--- src/rtl/i2s_pkg.sv ---
// -----------------------------------------------------------------------------
// i2s_pkg -- shared definitions for the I2S record-path receiver.
//   state_t          : word-tracking FSM state (IDLE / LEFT / RIGHT)
//   DATA_WIDTH_DEF   : default captured sample width per channel
//   SYNC_STAGES_DEF  : default synchroniser depth on the codec inputs
// -----------------------------------------------------------------------------
package i2s_pkg;

  typedef enum logic [1:0] {
    ST_IDLE  = 2'd0,
    ST_LEFT  = 2'd1,
    ST_RIGHT = 2'd2
  } state_t;

  localparam int DATA_WIDTH_DEF  = 24;
  localparam int SYNC_STAGES_DEF = 2;

endpackage

--- src/rtl/i2s_sync.sv ---
// -----------------------------------------------------------------------------
// i2s_sync -- multi-flop synchroniser for one asynchronous codec input.
// Ports:
//   CLK   : block clock
//   RESET : asynchronous active-high reset, clears every stage to 0
//   d_i   : asynchronous input
//   q_o   : synchronised output (STAGES CLK cycles of latency)
// -----------------------------------------------------------------------------
module i2s_sync
  import i2s_pkg::*;
#(
  parameter int STAGES = SYNC_STAGES_DEF
) (
  input  logic CLK,
  input  logic RESET,
  input  logic d_i,
  output logic q_o
);

  logic [STAGES-1:0] sync_q;

  always_ff @(posedge CLK or posedge RESET) begin
    if (RESET) begin
      sync_q <= '0;
    end else begin
      sync_q <= {sync_q[STAGES-2:0], d_i};
    end
  end

  assign q_o = sync_q[STAGES-1];

endmodule

--- src/rtl/i2s_rx.sv ---
// -----------------------------------------------------------------------------
// i2s_rx -- I2S record-path receiver with a valid/ready sample-pair output.
// Optional feature: define I2S_RX_PEAK_METER_EN to build the absolute-peak
// meters; without it peak_l/peak_r are tied to 0 and peak_clr is ignored.
// Ports:
//   CLK, RESET                 : block clock, asynchronous active-high reset
//   AC_BCLK/AC_RECLRC/AC_RECDAT: codec bit clock, word select (0=L), data
//   sample_l/sample_r          : committed stereo pair
//   sample_valid/sample_ready  : pair handshake
//   overflow/overflow_clr      : sticky dropped-pair flag and its clear
//   peak_l/peak_r/peak_clr     : absolute peak meters and their clear
// -----------------------------------------------------------------------------
module i2s_rx
  import i2s_pkg::*;
#(
  parameter int DATA_WIDTH  = DATA_WIDTH_DEF,
  parameter int SYNC_STAGES = SYNC_STAGES_DEF
) (
  input  logic                  CLK,
  input  logic                  RESET,
  input  logic                  AC_BCLK,
  input  logic                  AC_RECLRC,
  input  logic                  AC_RECDAT,
  output logic [DATA_WIDTH-1:0] sample_l,
  output logic [DATA_WIDTH-1:0] sample_r,
  output logic                  sample_valid,
  input  logic                  sample_ready,
  output logic                  overflow,
  input  logic                  overflow_clr,
  output logic [DATA_WIDTH-2:0] peak_l,
  output logic [DATA_WIDTH-2:0] peak_r,
  input  logic                  peak_clr
);

  localparam int             CW   = $clog2(DATA_WIDTH + 1);
  localparam logic [CW-1:0]  DW_C = CW'(DATA_WIDTH);

  // Left-justify a word of n received bits, zero-filling the missing LSBs.
  function automatic logic [DATA_WIDTH-1:0] msb_align(input logic [DATA_WIDTH-1:0] w,
                                                      input logic [CW-1:0]         n);
    return w << (DW_C - n);
  endfunction

  // ---------------------------------------------------------------------------
  // Stage p0: synchronisers and BCLK edge / word-boundary detection
  // ---------------------------------------------------------------------------
  logic bclk_s, lrc_s, dat_s;

  i2s_sync #(.STAGES(SYNC_STAGES)) u_sync_bclk (
    .CLK(CLK), .RESET(RESET), .d_i(AC_BCLK),   .q_o(bclk_s)
  );
  i2s_sync #(.STAGES(SYNC_STAGES)) u_sync_lrc (
    .CLK(CLK), .RESET(RESET), .d_i(AC_RECLRC), .q_o(lrc_s)
  );
  i2s_sync #(.STAGES(SYNC_STAGES)) u_sync_dat (
    .CLK(CLK), .RESET(RESET), .d_i(AC_RECDAT), .q_o(dat_s)
  );

  logic bclk_prev_q, lrc_prev_q;
  logic rise, boundary;

  assign rise     = bclk_s & ~bclk_prev_q;
  assign boundary = lrc_s ^ lrc_prev_q;

  always_ff @(posedge CLK or posedge RESET) begin
    if (RESET) begin
      bclk_prev_q <= 1'b0;
      lrc_prev_q  <= 1'b0;
    end else begin
      bclk_prev_q <= bclk_s;
      if (rise) lrc_prev_q <= lrc_s;
    end
  end

  // ---------------------------------------------------------------------------
  // Stage p0 -> p1: word FSM, bit counter, shift register, left hold
  // ---------------------------------------------------------------------------
  state_t                state_q, state_d;
  logic [CW-1:0]         cnt_q, cnt_d, cnt_inc;
  logic [DATA_WIDTH-2:0] sr_q, sr_d;
  logic [DATA_WIDTH-1:0] hold_l_q, hold_l_d;
  logic [DATA_WIDTH-1:0] word_full, word_aligned;
  logic                  word_done;
  logic                  pair_vld_p1_q, pair_vld_p1_d;
  logic [DATA_WIDTH-1:0] pair_l_p1_q, pair_l_p1_d;
  logic [DATA_WIDTH-1:0] pair_r_p1_q, pair_r_p1_d;

  assign cnt_inc      = cnt_q + 1'b1;
  assign word_full    = {sr_q, dat_s};
  assign word_aligned = msb_align(word_full, cnt_inc);

  always_comb begin
    state_d       = state_q;
    cnt_d         = cnt_q;
    sr_d          = sr_q;
    hold_l_d      = hold_l_q;
    pair_vld_p1_d = 1'b0;
    pair_l_p1_d   = pair_l_p1_q;
    pair_r_p1_d   = pair_r_p1_q;
    word_done     = 1'b0;
    if (rise) begin
      // The bit on a boundary rise is still the previous word's LSB, so it is
      // shifted in before the counter restarts. Once DATA_WIDTH bits are in,
      // further bits of a long word are dropped.
      if ((state_q != ST_IDLE) && (cnt_q < DW_C)) begin
        sr_d      = word_full[DATA_WIDTH-2:0];
        cnt_d     = cnt_inc;
        word_done = (cnt_inc == DW_C) || boundary;
      end
      if (boundary) begin
        cnt_d = '0;
        sr_d  = '0;
        case (state_q)
          ST_IDLE:  if (!lrc_s) state_d = ST_LEFT;
          ST_LEFT:  if (lrc_s)  state_d = ST_RIGHT;
          ST_RIGHT: if (!lrc_s) state_d = ST_LEFT;
          default:              state_d = ST_IDLE;
        endcase
      end
      if (word_done) begin
        if (state_q == ST_LEFT) begin
          hold_l_d = word_aligned;
        end else begin
          pair_vld_p1_d = 1'b1;
          pair_l_p1_d   = hold_l_q;
          pair_r_p1_d   = word_aligned;
        end
      end
    end
  end

  always_ff @(posedge CLK or posedge RESET) begin
    if (RESET) begin
      state_q       <= ST_IDLE;
      cnt_q         <= '0;
      sr_q          <= '0;
      hold_l_q      <= '0;
      pair_vld_p1_q <= 1'b0;
      pair_l_p1_q   <= '0;
      pair_r_p1_q   <= '0;
    end else begin
      state_q       <= state_d;
      cnt_q         <= cnt_d;
      sr_q          <= sr_d;
      hold_l_q      <= hold_l_d;
      pair_vld_p1_q <= pair_vld_p1_d;
      pair_l_p1_q   <= pair_l_p1_d;
      pair_r_p1_q   <= pair_r_p1_d;
    end
  end

  // ---------------------------------------------------------------------------
  // Stage p1 -> p2: output pair register, handshake and overflow
  // ---------------------------------------------------------------------------
  logic [DATA_WIDTH-1:0] sample_l_q, sample_l_d;
  logic [DATA_WIDTH-1:0] sample_r_q, sample_r_d;
  logic                  valid_q, valid_d;
  logic                  ovf_q, ovf_d, ovf_set;
  logic                  load;

  always_comb begin
    sample_l_d = sample_l_q;
    sample_r_d = sample_r_q;
    valid_d    = valid_q;
    ovf_d      = ovf_q;
    ovf_set    = 1'b0;
    load       = 1'b0;
    if (valid_q && sample_ready) valid_d = 1'b0;
    if (pair_vld_p1_q) begin
      // A pair still waiting for the consumer is never overwritten.
      if (valid_q && !sample_ready) begin
        ovf_set = 1'b1;
      end else begin
        load       = 1'b1;
        sample_l_d = pair_l_p1_q;
        sample_r_d = pair_r_p1_q;
        valid_d    = 1'b1;
      end
    end
    if (overflow_clr) ovf_d = 1'b0;
    if (ovf_set)      ovf_d = 1'b1;
  end

  always_ff @(posedge CLK or posedge RESET) begin
    if (RESET) begin
      sample_l_q <= '0;
      sample_r_q <= '0;
      valid_q    <= 1'b0;
      ovf_q      <= 1'b0;
    end else begin
      sample_l_q <= sample_l_d;
      sample_r_q <= sample_r_d;
      valid_q    <= valid_d;
      ovf_q      <= ovf_d;
    end
  end

  assign sample_l     = sample_l_q;
  assign sample_r     = sample_r_q;
  assign sample_valid = valid_q;
  assign overflow     = ovf_q;

`ifdef I2S_RX_PEAK_METER_EN
  // Magnitude of a two's-complement sample; the most negative code has no
  // positive counterpart in DATA_WIDTH-1 bits and saturates to all ones.
  function automatic logic [DATA_WIDTH-2:0] abs_sat(input logic [DATA_WIDTH-1:0] s);
    logic [DATA_WIDTH-1:0] neg;
    neg = ~s + 1'b1;
    if (s[DATA_WIDTH-1] && (s[DATA_WIDTH-2:0] == '0)) return '1;
    return s[DATA_WIDTH-1] ? neg[DATA_WIDTH-2:0] : s[DATA_WIDTH-2:0];
  endfunction

  logic [DATA_WIDTH-2:0] peak_l_q, peak_l_d, mag_l;
  logic [DATA_WIDTH-2:0] peak_r_q, peak_r_d, mag_r;

  assign mag_l = abs_sat(pair_l_p1_q);
  assign mag_r = abs_sat(pair_r_p1_q);

  // A loaded pair takes priority over a simultaneous clear.
  always_comb begin
    peak_l_d = peak_l_q;
    peak_r_d = peak_r_q;
    if (peak_clr) begin
      peak_l_d = '0;
      peak_r_d = '0;
    end
    if (load) begin
      peak_l_d = (mag_l > peak_l_q) ? mag_l : peak_l_q;
      peak_r_d = (mag_r > peak_r_q) ? mag_r : peak_r_q;
    end
  end

  always_ff @(posedge CLK or posedge RESET) begin
    if (RESET) begin
      peak_l_q <= '0;
      peak_r_q <= '0;
    end else begin
      peak_l_q <= peak_l_d;
      peak_r_q <= peak_r_d;
    end
  end

  assign peak_l = peak_l_q;
  assign peak_r = peak_r_q;
`else
  logic unused_peak;
  assign unused_peak = peak_clr ^ load;
  assign peak_l      = '0;
  assign peak_r      = '0;
`endif

endmodule

--- config.mk ---
export PLATFORM = sky130hd
export DESIGN_NAME = i2s_rx
export DESIGN_NICKNAME = d
export VERILOG_FILES = /design/src/rtl/i2s_pkg.sv /design/src/rtl/i2s_sync.sv /design/src/rtl/i2s_rx.sv
export SDC_FILE = /design/constraint.sdc
export NUM_CORES = 1
export LEC_CHECK = 0
export CORE_MARGIN = 2
export CORE_UTILIZATION = 35
export CTS_CLUSTER_SIZE = 20
export DETAILED_ROUTE_END_ITERATION = 6
export SLEW_MARGIN = 20
export SYNTH_ARGS = -nofsm -noshare
export SYNTH_HDL_FRONTEND = slang
export SYNTH_SLANG_ARGS = --single-unit
--- constraint.sdc ---
create_clock -name CLK -period 15.2 [get_ports CLK]
set_input_delay 3.8 -clock CLK [delete_from_list [all_inputs] [get_ports CLK]]
set_output_delay 3.8 -clock CLK [all_outputs]
set_load 0.03 [all_outputs]
==> run summary <==
Vias in the first global route: 5023
Setup tns final: 0 ns
Beginning of the critical path: sample_r[15]
WS Path Type: reg2out
Worst Slack Setup Final: 9.92 ns
Synth top cells by count: dfrtp_1 (161), mux2_2 (114), buf_4 (58), mux2i_1 (35), nand2_1 (33)
Worst-Margin Slew: 1.02 ns
GRT overflow: 0
Seq cells post-synth: 161
Most common cell in the netlist: dfrtp_1
Drt total wl: 16400 um
Initial antenna violation count: 0
CP max FO: 2
Max-slew headroom: 31.7%
Fmax: 190 MHz
Synth Instances: 643
Fraction of registers with async set/reset: 100%
H-tree Lvls: 4
Clock latency on the worst-skew pair: 0.43 ns
Fin nets: 683
Die X: 157 um
Die Span Y: 157 um
Multi-input gate area: 3690 um2
Cell Pwr Density: 133 nW/um2
Worst path bufs/invs: 1
Post-DR vias/cell: 5.02
Worst EP arrival: 1.48 ns
Reg-to-Reg End: pair_r_p1_q[4]
Critical path depth: 1
Class of the worst hold path: reg2reg
CTS root buffer: clkbuf_16
Slew Viols, Final: 0
DRC Markers: 0
Status: finished clean
Dpl cells: 974
Area growth, synth to finish: 14.5%
Critical path startpoint category: flip-flop
Met2 wire length: 8060 um
Crit path time final: 5.28 ns
Top-area cell type share of the netlist area: 49.1%
Main area contributors after synthesis: dfrtp_1 (49%), mux2_2 (16%), mux4_2 (5.5%)
Setup bufs post-CTS: 0
CP top delay family: buffers and inverters
Die area: 24700 um2
Core Box Area: 23300 um2
CP max stage delay: 0.69 ns
Total Power: 1.25 mW
Crit path to: sample_r[15]
Detail Route Antenna Nets: 0
Fin crit share: 34.7%
Bufs on Longest Clock Path: 2
R2r worst-path depth: 6
Highest routed layer: met4
1st-pass router iterations: 5
Syn Area/Cell: 12.7 um2
CTS Sinks: 161
DR WL met3: 611 um
Final Util: 40.3%
Sequential fraction of the synthesis area: 49.1%
Layout cells sized above 1: 28.8%
# diodes: 0
Post-CTS resize count: 0
Max-Cap Viols: 0
Pre-CTS setup slack: 9.30 ns
Average wire per standard cell: 16.3 um
FF/Latch Area: 4030 um2
Ys Warns: 0
WL met1: 7530 um
EDFF count, synth: 0
Synth area leader: dfrtp_1
# hold bufs at CTS: 0
Largest net degree at the start of global routing: 83
Row count: 56
Mapped cell area: 8200 um2
Skew final: 0.00730 ns
Tot GR Track Use: 14.0%
Final setup fails: 0
Flop-to-flop setup slack: 11.24 ns
Clock transition at path regs: 0.07 ns
Synth Flop Type: dfrtp_1
Final cell count without fillers: 1006
Initial Util: 35.2%
Critical path endpoint category: output pin
CTS tree: done
Final number of hold-violating endpoints: 0
First-pass GRT wire length: 27200 um
CTS Buf Count: 17
GPL Wtd Cong: 0.844
Leakage: 4.12 nW
Reg2reg start: cnt_q[0]
RSZ-0062 raised after global routing: no
DP HPWL: 11400 um
Crit-path cells: clkdlybuf4s50_1
# IOs: 104
Worst VDD drop: 0.0000779 V
Critical-path top delay cell: clkdlybuf4s50_1
Hold Crit Start: u_sync_dat.sync_q[0]
I/O Buffers: 56
DR vias: 5053
Worst path required time: 11.40 ns
Yosys cell types: 57
Fill count: 2216
Detailed Route Iter0 Violations: 291
## worst min path at each step
stage | endpoint | slack, ns | depth (start not counted)
after floorplan | u_sync_bclk.sync_q[1] | 0.33 | 0
after global placement | u_sync_dat.sync_q[1] | 0.33 | 0
after detailed placement | u_sync_dat.sync_q[1] | 0.34 | 0
after CTS | u_sync_dat.sync_q[1] | 0.35 | 0
after global routing | u_sync_dat.sync_q[1] | 0.37 | 0
final | u_sync_dat.sync_q[1] | 0.35 | 0
## routing by layer
layer	vias to the layer above	track usage [%]
li1	2336	-
met1	2591	19.2
met2	111	21.9
met3	15	2.67
met4	0	5.50
met5	-	0
## registers in the layout (all words and copies together) (netlist names), 2 cells and up
signal	flops
hold_l_q	24
cnt_q	5
sample_l	24
sample_r	24
u_sync_dat.sync_q	2
u_sync_bclk.sync_q	2
u_sync_lrc.sync_q	2
pair_l_p1_q	24
state_q	2
sr_q	23
pair_r_p1_q	24
## layout by cell type (no fill, tap or decap), drive strengths merged, types with 3 or more instances in the layout
cell type | synthesis | routed
mux4 | 20 | 20
xor2 | 4 | 4
o21a | 4 | 4
a31oi | 20 | 20
nand2b | 11 | 11
clkdlybuf4s50 | 0 | 56
buf | 78 | 8
nor2 | 6 | 6
nor2b | 6 | 6
nand2 | 33 | 33
o21ai | 14 | 14
conb | 1 | 46
o31ai | 4 | 4
inv | 7 | 14
clkbuf | 19 | 18
nor3 | 10 | 10
nor3b | 3 | 3
a22o | 24 | 24
o22ai | 17 | 17
dfrtp | 161 | 161
clkinv | 0 | 3
mux2i | 35 | 35
nand3 | 7 | 7
a21oi | 10 | 10
a311o | 4 | 4
mux2 | 116 | 116
## power breakdown
| group | leakage, nW | internal [mW] | switching [mW] | total, mW |
|---|---|---|---|---|
| logic | 1.62 | 0.129 | 0.183 | 0.312 |
| registers | 2.21 | 0.464 | 0.0363 | 0.500 |
| clock network | 0.295 | 0.252 | 0.184 | 0.436 |
## cell type report
cell class	count	area share (%)
flip-flops and latches	161	42.9
repair buffers	64	6.65
multi-input cells	423	39.3
well taps	319	4.25
clock buffers	18	4.68
inverters	7	0.333
clock inverters	14	1.83
## stage by stage
step                      hold slack (ns)  instance area, um2
final                               0.348                9390
after global routing                0.366                9390
after CTS                           0.351                9380
after detailed placement            0.336                8770
after global placement              0.333                8770
after floorplan                     0.331                8370
## logic make-up (layout without fill, tap and decap cells)
logic type               Yosys count  after routing  synth area share (%)
AO/OA/AOI/OAI                    109            109                  9.43
XOR/XNOR                           6              6                 0.733
adder cells (fa/ha/maj)            1              1                 0.153
buffers and inverters            104            103                  8.12
flip-flops                       161            161                  49.1
multiplexers                     171            171                  25.8
other                              1             46                0.0457
AND/OR/NAND/NOR                   90             90                  6.58
Note: power is estimated with default switching activity, not from simulation.
